==> config.mk <==
export PLATFORM = sky130hd
export DESIGN_NAME = sdcmd_resp
export DESIGN_NICKNAME = d
export VERILOG_FILES = /design/src/rtl/sd_pkg.sv /design/src/rtl/sd_edge_sync.sv /design/src/rtl/sdcmd_resp.sv
export SDC_FILE = /design/constraint.sdc
export NUM_CORES = 1
export LEC_CHECK = 0
export CORE_MARGIN = 2
export CORE_UTILIZATION = 30
export CTS_CLUSTER_DIAMETER = 50
export DETAILED_ROUTE_END_ITERATION = 16
export PLACE_DENSITY_LB_ADDON = 0.15
export SYNTH_ARGS = -nofsm -noshare
export SYNTH_HDL_FRONTEND = slang
export SYNTH_SLANG_ARGS = --single-unit
export TNS_END_PERCENT = 10
==> constraint.sdc <==
create_clock -name clk -period 3.1 [get_ports clk]
set_input_delay 0.62 -clock clk [delete_from_list [all_inputs] [get_ports clk]]
set_output_delay 0.62 -clock clk [all_outputs]
set_load 0.05 [all_outputs]
==> src/rtl/sd_pkg.sv <==
// Shared SD-bus definitions used by the card-side responders and the host controller.
// Contents:
//   CMD_FRAME_BITS / RESP_FRAME_BITS : CMD-line frame widths
//   sd_state_e                       : command-responder FSM states
//   crc7_step / crc7_calc40          : CRC7 (x^7 + x^3 + 1, init 0), MSB first
package sd_pkg;

  localparam int CMD_FRAME_BITS  = 48;
  localparam int RESP_FRAME_BITS = 48;

  typedef enum logic [2:0] {
    S_IDLE,
    S_RECV,
    S_CHECK,
    S_WAIT_USER,
    S_NCR,
    S_SEND
  } sd_state_e;

  // One serial step of CRC7; the feedback taps land on bits 3 and 0.
  function automatic logic [6:0] crc7_step(input logic [6:0] crc, input logic din);
    logic fb;
    fb = din ^ crc[6];
    return {crc[5:0], 1'b0} ^ {3'b000, fb, 2'b00, fb};
  endfunction

  // CRC7 over the 40 protected bits of a CMD-line frame (start..argument).
  function automatic logic [6:0] crc7_calc40(input logic [39:0] data);
    logic [6:0] crc;
    crc = 7'h00;
    for (int i = 39; i >= 0; i--) begin
      crc = crc7_step(crc, data[i]);
    end
    return crc;
  endfunction

endpackage

==> src/rtl/sd_edge_sync.sv <==
// Synchronizes an asynchronous clock-like input into the clk domain and
// produces one-clk pulses on its rising and falling edges.
// Ports:
//   clk_i   : system clock
//   rst_ni  : asynchronous active-low reset
//   async_i : asynchronous input (e.g. sdclk)
//   rise_o  : one-clk pulse after a synchronized 0->1 transition
//   fall_o  : one-clk pulse after a synchronized 1->0 transition
module sd_edge_sync #(
  parameter int SYNC_STAGES = 2
) (
  input  logic clk_i,
  input  logic rst_ni,
  input  logic async_i,
  output logic rise_o,
  output logic fall_o
);

  logic [SYNC_STAGES-1:0] sync_q;
  logic                   prev_q;

  always_ff @(posedge clk_i or negedge rst_ni) begin
    if (!rst_ni) begin
      sync_q <= '0;
      prev_q <= 1'b0;
    end else begin
      sync_q <= {sync_q[SYNC_STAGES-2:0], async_i};
      prev_q <= sync_q[SYNC_STAGES-1];
    end
  end

  // Pulses are combinational from the last stage so the consumer can
  // register its reaction one clk after the edge is seen.
  assign rise_o = sync_q[SYNC_STAGES-1] & ~prev_q;
  assign fall_o = ~sync_q[SYNC_STAGES-1] & prev_q;

endmodule

==> src/rtl/sdcmd_resp.sv <==
// Card-side SD CMD-line responder. Receives 48-bit host commands sampled on
// sdclk rising edges, checks them, hands them to a user model and sends the
// user's 48-bit response NCR sdclk rises after the command end bit.
// Ports:
//   clk, rstn            : system clock (>=4x sdclk), async active-low reset
//   sdclk, sdcmdin       : host clock and CMD line (asynchronous inputs)
//   sdcmdout, sdcmdoe    : card drive value and output enable for CMD
//   cmd_valid, crc_err   : one-clk pulses for an accepted / rejected frame
//   cmd_idx, cmd_arg     : last accepted command, held until the next one
//   resp_valid/resp_none : user reply or "no reply", sampled in S_WAIT_USER
//   resp_idx, resp_arg   : response index and argument fields
//   resp_nocrc           : send 7'h7F instead of the computed CRC (R3)
//   busy                 : high whenever the FSM is not idle
module sdcmd_resp
  import sd_pkg::*;
#(
  parameter int NCR         = 2,
  parameter int SYNC_STAGES = 2
) (
  input  logic        clk,
  input  logic        rstn,
  input  logic        sdclk,
  input  logic        sdcmdin,
  output logic        sdcmdout,
  output logic        sdcmdoe,
  output logic        cmd_valid,
  output logic [5:0]  cmd_idx,
  output logic [31:0] cmd_arg,
  output logic        crc_err,
  input  logic        resp_valid,
  input  logic        resp_none,
  input  logic [5:0]  resp_idx,
  input  logic [31:0] resp_arg,
  input  logic        resp_nocrc,
  output logic        busy
);

  localparam logic [5:0] NCR_LOAD = 6'(NCR - 1);

  logic sck_rise;
  logic sck_fall;

  sd_edge_sync #(.SYNC_STAGES(SYNC_STAGES)) u_sck_sync (
    .clk_i  (clk),
    .rst_ni (rstn),
    .async_i(sdclk),
    .rise_o (sck_rise),
    .fall_o (sck_fall)
  );

  // Same depth as the sdclk path so the data bit lines up with its sample
  // edge. Resets to 1 (idle line) so a reset release never fakes a start bit.
  logic [SYNC_STAGES-1:0] cmd_sync_q;
  logic                   cmd_bit;

  always_ff @(posedge clk or negedge rstn) begin
    if (!rstn) cmd_sync_q <= '1;
    else       cmd_sync_q <= {cmd_sync_q[SYNC_STAGES-2:0], sdcmdin};
  end

  assign cmd_bit = cmd_sync_q[SYNC_STAGES-1];

  sd_state_e   state_q;
  logic [5:0]  bitcnt_q;
  logic [5:0]  ncrcnt_q;
  logic [46:0] rx_q;      // frame bits 46..0; the start bit is implied
  logic [47:0] tx_q;
  logic        tail_q;    // end bit has been driven, release on next fall
  logic        sdcmdout_q;
  logic        sdcmdoe_q;
  logic        cmd_valid_q;
  logic        crc_err_q;
  logic [5:0]  cmd_idx_q;
  logic [31:0] cmd_arg_q;

  logic        rx_good;
  logic [6:0]  resp_crc_d;

  assign rx_good    = rx_q[46] && rx_q[0] &&
                      (crc7_calc40({1'b0, rx_q[46:8]}) == rx_q[7:1]);
  assign resp_crc_d = resp_nocrc ? 7'h7F : crc7_calc40({2'b00, resp_idx, resp_arg});

  always_ff @(posedge clk or negedge rstn) begin
    if (!rstn) begin
      state_q     <= S_IDLE;
      bitcnt_q    <= '0;
      ncrcnt_q    <= '0;
      rx_q        <= '0;
      tx_q        <= '0;
      tail_q      <= 1'b0;
      sdcmdout_q  <= 1'b1;
      sdcmdoe_q   <= 1'b0;
      cmd_valid_q <= 1'b0;
      crc_err_q   <= 1'b0;
      cmd_idx_q   <= '0;
      cmd_arg_q   <= '0;
    end else begin
      cmd_valid_q <= 1'b0;
      crc_err_q   <= 1'b0;
      case (state_q)
        S_IDLE: begin
          if (sck_rise && !cmd_bit) begin
            bitcnt_q <= 6'd46;
            state_q  <= S_RECV;
          end
        end
        S_RECV: begin
          if (sck_rise) begin
            rx_q     <= {rx_q[45:0], cmd_bit};
            bitcnt_q <= bitcnt_q - 6'd1;
            if (bitcnt_q == 6'd0) state_q <= S_CHECK;
          end
        end
        S_CHECK: begin
          if (rx_good) begin
            cmd_valid_q <= 1'b1;
            cmd_idx_q   <= rx_q[45:40];
            cmd_arg_q   <= rx_q[39:8];
            state_q     <= S_WAIT_USER;
          end else begin
            crc_err_q   <= 1'b1;
            state_q     <= S_IDLE;
          end
        end
        S_WAIT_USER: begin
          if (resp_none) begin
            state_q <= S_IDLE;
          end else if (resp_valid) begin
            tx_q     <= {2'b00, resp_idx, resp_arg, resp_crc_d, 1'b1};
            ncrcnt_q <= NCR_LOAD;
            state_q  <= S_NCR;
          end
        end
        S_NCR: begin
          // Leaving on the rise that brings the count to zero puts the start
          // bit on the following fall, so the host samples it on rise NCR.
          if (sck_rise) begin
            ncrcnt_q <= ncrcnt_q - 6'd1;
            if (ncrcnt_q == 6'd1) begin
              bitcnt_q <= 6'd47;
              tail_q   <= 1'b0;
              state_q  <= S_SEND;
            end
          end
        end
        S_SEND: begin
          if (sck_fall) begin
            if (tail_q) begin
              sdcmdoe_q  <= 1'b0;
              sdcmdout_q <= 1'b1;
              tail_q     <= 1'b0;
              state_q    <= S_IDLE;
            end else begin
              sdcmdoe_q  <= 1'b1;
              sdcmdout_q <= tx_q[bitcnt_q];
              if (bitcnt_q == 6'd0) tail_q   <= 1'b1;
              else                  bitcnt_q <= bitcnt_q - 6'd1;
            end
          end
        end
        default: state_q <= S_IDLE;
      endcase
    end
  end

  assign sdcmdout  = sdcmdout_q;
  assign sdcmdoe   = sdcmdoe_q;
  assign cmd_valid = cmd_valid_q;
  assign crc_err   = crc_err_q;
  assign cmd_idx   = cmd_idx_q;
  assign cmd_arg   = cmd_arg_q;
  assign busy      = (state_q != S_IDLE);

endmodule

### Yosys cells after proc, flatten, opt, wreduce, memory -nomap -nowiden

Cells that the tools add are included.

| word-level totals | value |
|---|---|
| register bits | 156 |
| output and inout port bits | 43 |
| word-level logic and storage cells | 246 |

| cells by class | value |
|---|---|
| $add $sub $neg | 2 |
| $lt $le $gt $ge | 1 |
| equal/unequal tests | 19 |
| mux-type cells | 38 |
| bitwise operators | 153 |
| reduce and logical (&&, ||, !) cells | 18 |

Operators by type and width:

| kind | count |
|---|---|
| 7-bit by 4-bit bitwise XOR with 7-bit output | 71 |
| 1-bit bitwise XOR | 69 |
| 6-bit 2-to-1 mux | 10 |
| 3-bit 2-to-1 mux | 9 |
| 6-bit one-hot mux with 4 select lines | 1 |
| 2-bit != test, second input constant | 11 |
| 3-bit one-hot mux with 6 select lines | 1 |
| 8-bit AND reduction | 2 |
| 1-bit 2-to-1 mux | 12 |
| 6-bit one-hot mux with 2 select lines | 1 |
| 6-bit by 1-bit subtractor with 6-bit output, second input constant | 2 |
| 6-bit by 4-bit bitwise XOR with 6-bit output | 2 |
| 5-bit by 4-bit bitwise XOR with 5-bit output | 2 |
| 4-bit AND reduction | 2 |
| 7-bit == test | 1 |
| 6-bit by 7-bit < comparator with 1-bit output, second input constant | 1 |
| 7-bit 2-to-1 mux | 1 |
| 1-bit binary-select mux with 6-bit select | 1 |
| 3-bit by 2-bit == test with 1-bit output, second input constant | 2 |
| 3-bit == test, second input constant | 2 |
| 6-bit by 1-bit == test with 1-bit output, second input constant | 1 |
| 6-bit zero test | 1 |
| 2-bit AND reduction | 3 |
| 2-bit nonzero test | 2 |
| other kinds (13) | 21 |

### Longest topological paths before layout

| logic depth | value |
|---|---|
| depth after elaboration | 77 |
| mapped depth | 11 |
| gate-level depth less buffers | 9 |

### Cells and area by module

A second synthesis with hierarchy kept.

| second synthesis, totals | value |
|---|---|
| cell total of the unflattened synthesis | 676 |
| area total of the unflattened synthesis | 8130.3 sq um |

Modules (own cells, without submodules):

| module | instances | cells an instance | area an instance (sq um) | sequential area each (sq um) |
|---|---|---|---|---|
| sdcmd_resp | 1 | 671 | 8040.2 | 3832.4 |
| sd_edge_sync | 1 | 5 | 90.1 | 75.1 |

### Worst setup path after synthesis

OpenSTA, ideal clock, no wires.

| timing path | value |
|---|---|
| kind | reg-to-reg |
| start | register rx_q[46] |
| end | register cmd_arg_q[0], in the netlist cmd_arg[0] |
| setup time | 0.125 ns |
| arrival time | 3.256 ns |
| data required time | 2.975 ns |
| slack | -0.281 ns |
| cell stages (with the launch flop) | 11 |
| path buffers | 2 |
| period minus slack after synthesis | 3.381 ns |
| path through | dfrtp_1 xnor3_2 xnor3_2 xnor2_2 xnor3_1 nor3_1 o22ai_1 or4_1 buf_6 buf_12 mux2_4 |

| on the way | value |
|---|---|
| longest elaborated chain between the ends | 50 |

Ends and longest elaborated chain:

| what | line | source |
|---|---|---|
| start, declared | sdcmd_resp.sv:66 | `logic [46:0] rx_q;` |
| start signal, assigned | sdcmd_resp.sv:109 | `rx_q <= {rx_q[45:0], cmd_bit};` |
| 5-bit by 4-bit bitwise XOR with 5-bit output | sd_pkg.sv:24 | `return {crc[5:0], 1'b0} ^ {3'b000, fb, 2'b00, fb};` |
| 6-bit by 4-bit bitwise XOR with 6-bit output | sd_pkg.sv:24 |  |
| 7-bit by 4-bit bitwise XOR with 7-bit output | sd_pkg.sv:24 |  |
| 1-bit bitwise XOR | sd_pkg.sv:23 | `fb = din ^ crc[6];` |
| 7-bit by 4-bit bitwise XOR with 7-bit output (4 in series) | sd_pkg.sv:24 |  |
| 1-bit bitwise XOR | sd_pkg.sv:23 |  |
| 7-bit by 4-bit bitwise XOR with 7-bit output (4 in series) | sd_pkg.sv:24 |  |
| 1-bit bitwise XOR | sd_pkg.sv:23 |  |
| [20 not listed] | n/a |  |
| 7-bit by 4-bit bitwise XOR with 7-bit output (4 in series) | sd_pkg.sv:24 |  |
| 1-bit bitwise XOR | sd_pkg.sv:23 |  |
| 7-bit by 4-bit bitwise XOR with 7-bit output (4 in series) | sd_pkg.sv:24 |  |
| 1-bit bitwise XOR | sd_pkg.sv:23 |  |
| 7-bit by 4-bit bitwise XOR with 7-bit output (3 in series) | sd_pkg.sv:24 |  |
| 7-bit == test | sdcmd_resp.sv:80 | `(crc7_calc40({1'b0, rx_q[46:8]}) == rx_q[7:1]);` |
| 1-bit logical AND * | sdcmd_resp.sv:79 | `assign rx_good = rx_q[46] && rx_q[0] &&` |
| 2-bit AND reduction (no line) * | n/a |  |
| end signal, assigned | sdcmd_resp.sv:118 | `cmd_arg_q <= rx_q[39:8];` |
| end, declared | sdcmd_resp.sv:74 | `logic [31:0] cmd_arg_q;` |

Mark *: on every way between the ends. The rest lies on a longest branch, timed or not.
A chain may end at the register's enable or synchronous reset.

### Worst setup path after layout

| timing path | value |
|---|---|
| start | register rx_q[45] |
| end | register cmd_arg_q[30], in the netlist cmd_arg[30] |

| on the way | value |
|---|---|
| longest elaborated chain between the ends | 50 |

Ends and longest elaborated chain:

| what | line |
|---|---|
| 5-bit by 4-bit bitwise XOR with 5-bit output * | sd_pkg.sv:24 |
| 6-bit by 4-bit bitwise XOR with 6-bit output * | sd_pkg.sv:24 |
| 7-bit by 4-bit bitwise XOR with 7-bit output * (2 in series) | sd_pkg.sv:24 |
| 1-bit bitwise XOR | sd_pkg.sv:23 |
| 7-bit by 4-bit bitwise XOR with 7-bit output * (4 in series) | sd_pkg.sv:24 |
| 1-bit bitwise XOR | sd_pkg.sv:23 |
| 7-bit by 4-bit bitwise XOR with 7-bit output * (4 in series) | sd_pkg.sv:24 |
| 1-bit bitwise XOR | sd_pkg.sv:23 |
| [20 not listed] | n/a |
| 7-bit by 4-bit bitwise XOR with 7-bit output * (4 in series) | sd_pkg.sv:24 |
| 1-bit bitwise XOR | sd_pkg.sv:23 |
| 7-bit by 4-bit bitwise XOR with 7-bit output * (4 in series) | sd_pkg.sv:24 |
| 1-bit bitwise XOR | sd_pkg.sv:23 |
| 7-bit by 4-bit bitwise XOR with 7-bit output * (2 in series) | sd_pkg.sv:24 |
| 7-bit == test * | sdcmd_resp.sv:80 |
| 1-bit logical AND * | sdcmd_resp.sv:79 |
| 2-bit AND reduction (no line) * | n/a |

Marked as above.

==> reports/results.md <==
| Parameter | Value |
|---|---|
| Status | finished with violations |
| Violated checks | setup timing |
| GRT Max-Usage Layer | met2 |
| Leakage power | 0.00524 µW |
| Number of synthesis warnings | 0 |
| Clock latency reported for the late side of the worst-skew pair | 0.42 ns |
| Iteration-0 DRC count of the detailed router | 197 |
| Met2 usage | 21.9% |
| Main area contributors after synthesis | dfrtp_1, mux2_2, xnor2_1 |
| Pins over their slew limit | 0 |
| Destination of the worst register-to-register timing path | cmd_arg[30]$_DFFE_PN0P_ |
| Number of nets in the finished design | 811 |
| Detail Placement HPWL | 13.8 mm |
| Actual transition at the worst max-transition pin | 0.781 ns |
| Post-synthesis net count | 632 |
| R2r worst-path depth | 11 |
| Number of global-route vias before repair | 5444 |
| Maximum net fanout on the critical path | 23 |
| IR drop worst, VDD | 549 µV |
| Synth Area per Inst | 14.2 µm² |
| Setup repair after global routing missed its margin | true |
| RD Place Congestion | 0.762 |
| Worst setup slack after placement | -0.370 ns |
| Crit end category | register |
| Post-synthesis sequential element count | 156 |
| Cell accounting for the most synthesized area | dfrtp_1 |
| Path class of the lowest-slack min-delay path | in -> async |
| Aggregate global-route resource usage | 13.7% |
| Power Density | 689 mW/mm² |
| Final Routed Wirelength | 18.7 mm |
| Worst path setup slack after routing | -0.141 ns |
| CTS hold repair buffers | 0 |
| Global route total overflow | 0 |
| Crit start category | register |
| Number of placement rows | 60 |
| Detailed Routing Iterations Pass 1 | 4 |
| Highest clock rate | 309 MHz |
| Combined area of the multi-input logic cells | 0.00433 mm² |
| Number of distinct library cell variants in the gate-level netlist after synthesis | 47 |
| Total design power | 7560 µW |
| Clock transition at the register clock pins on the worst setup and hold paths after CTS | 0.06 ns |
| Top-level port count | 88 |
| Port Buffers | 87 |
| Routed len/inst | 16.8 µm |
| Cell with the largest stage delay on the worst path | or4_4 |
| Number of sinks on the clock net | 156 |
| Max_cap viols | 0 |
| Core Region | 0.0270 mm² |
| Sequential fraction of the synthesis area | 47.1% |
| Global-route track usage on met3 | 2.37% |
| # setup viols final | 38 |
| CTS root buffer | clkbuf_16 |
| Data required, critical path | 3.40 ns |
| Count of unresolved DRC violations after routing | 0 |
| Worst-case clock skew | 0.0114 ns |
| Gate Count Post-Synth | 583 |
| Die area | 0.0290 mm² |
| Via density | 4.52 |
| Signal arrival time at the worst endpoint | 3.54 ns |
| Ratio of final minimum period to clock period | 105% |
| Total Neg Setup Slack | -4.59 ns |
| Number of flops mapped to enable cells by yosys | 0 |
| Fraction of post-synthesis cell area in the top cell type by area | 46.1% |
| H-tree depth | 4 |
| List of cells traversed by the critical path | xnor3_2, xnor2_4, buf_12, xnor2_4, buf_4, xnor2_2, xnor2_2, mux2i_2, or4_4, buf_12, mux2_4 |
| Width of the die | 170 µm |
| Number of filler cells placed in the layout | 2549 |
| Growth of design area from synthesis to finish | 32.3% |
| Number of buffers on the longest clock path | 2 |
| Primary flip-flop cell chosen by synthesis mapping | dfrtp_1 |
| Reg2reg start | rx_q[45]$_DFFE_PN0P_ |
| Post-route ant nets | 0 |
| Total standard cell area after synthesis | 0.00830 mm² |
| Met1 track demand over resource in global routing | 19.0% |
| Minimum clock period after layout | 3.24 ns |
| Fraction of registers with async set or reset after synthesis | 100% |
| Layout cells sized above 1 | 39.7% |
| Initial standard-cell utilization of the core | 30.7% |
| Worst slew margin relative to its limit | 47.9% |
| Vias | 5031 |
| Antenna Diode Count | 0 |
| Initial antenna violation count | 0 |
| Die height | 170 µm |
| Maximum number of pins on one net before global-route repair | 62 |
| Number of buffers inserted during clock tree synthesis | 17 |
| Setup slack of the worst register-to-register path | -0.14 ns |
| TritonCTS clock tree | yes |
| First-pass GRT wire length | 30.4 mm |
| Kind of critical path | reg -> reg |
| Dominant cell by count in the synthesized netlist | dfrtp_1 |
| Hold Vio Cnt, Final | 0 |
| Utilization of the core after routing | 40.6% |
| Storage cell area | 0.00391 mm² |
| Delay contributed by the slowest stage of the critical path | 0.56 ns |
| Commonest cells in the synthesized netlist | dfrtp_1, mux2_2, xnor2_1, mux2_4, nor2_1 |
through the flow:
| stage | hold slack [ns] | instances | cell area (µm²) |
|---|---|---|---|
| floorplan | 0.324 | 583 | 8340 |
| global placement | 0.333 | 1080 | 10200 |
| detailed placement | 0.350 | 1080 | 10200 |
| CTS | 0.197 | 1110 | 10900 |
| global route | 0.221 | 1114 | 11000 |
| finish | 0.181 | 1114 | 11000 |
power breakdown:
part           switching, µW  internal [µW]
Combinational           1100           1560
Sequential               374           2390
Clock                    840           1300
Total                   2310           5250
cells by family (layout without fill, tap and decap cells):
logic type | Yosys count | count (layout) | share of synthesized area, %
flops | 156 | 156 | 47.1
compound gates | 36 | 36 | 2.43
xor+xnor | 131 | 131 | 19.9
mux | 143 | 143 | 23.0
buf+inv | 33 | 223 | 2.37
fa+ha+maj | 4 | 4 | 0.603
simple gates | 80 | 80 | 4.58
layer usage:
layer,share of wire (%),vias to the layer above
li1,-,2387
met1,48,2547
met2,48,80
met3,2.6,17
met4,1.2,0
met5,0,-
sequential cells by signal (all words and copies together) (netlist names), 2 cells and up:
signal and cells:
cmd_arg 32, cmd_sync_q 2, state_q 3, tx_q 46, u_sck_sync.sync_q 2, rx_q 47
cmd_idx 6, ncrcnt_q 6, bitcnt_q 6
area by class of cell:
type                       count  share of cell area (%)
sequential                   156                    35.6
inverter                       6                   0.205
clock inverter                10                    1.29
tap                          341                    3.89
multi-input combinational    394                    39.5
timing repair buffer         187                    15.4
clock buffer                  20                    4.16
worst max-delay path by stage:
stage / start / endpoint / slack [ns] / cells past startpoint
2_1_floorplan: rx_q[45]$_DFFE_PN0P_ / cmd_arg[0]$_DFFE_PN0P_ / -0.01 / 10
3_3_place_gp: rx_q[45]$_DFFE_PN0P_ / cmd_arg[13]$_DFFE_PN0P_ / -0.33 / 9
3_5_place_dp: rx_q[45]$_DFFE_PN0P_ / cmd_arg[14]$_DFFE_PN0P_ / -0.37 / 9
4_1_cts: rx_q[41]$_DFFE_PN0P_ / cmd_arg[30]$_DFFE_PN0P_ / -0.29 / 10
5_1_grt: rx_q[45]$_DFFE_PN0P_ / cmd_arg[27]$_DFFE_PN0P_ / -0.23 / 10
6_report: rx_q[45]$_DFFE_PN0P_ / cmd_arg[30]$_DFFE_PN0P_ / -0.14 / 11
critical path: cells and delay by family, from the launching register on:
family	cells	cell delay, ns
and+or+nand+nor	1	0.56
muxes	2	0.48
DFF	1	0.43
buffers and inverters	3	0.52
xor gates and xnor gates	5	1.12
timing repair:
action,in CTS,in global routing
resized for setup,4,8
setup endpoints to repair,40,43
buffers inserted,0,4
hold endpoints to repair,0,0
cloned,0,0
pin swaps,5,7
cells in the final DEF (no fill, tap or decap), types with 8 or more instances in the layout:
cell type | Yosys | final
dfrtp_1 | 153 | 153
buf_4 | 0 | 94
nor3_1 | 10 | 8
clkdlybuf4s50_1 | 0 | 86
nor2_1 | 35 | 35
xnor3_1 | 18 | 18
mux4_2 | 14 | 14
xor2_1 | 26 | 22
o21ai_0 | 10 | 10
mux2_2 | 86 | 86
clkbuf_16 | 0 | 17
a21oi_1 | 16 | 16
mux2_4 | 38 | 38
nand2_1 | 11 | 11
xnor2_1 | 70 | 63
Note: power is estimated with default switching activity, not from simulation.
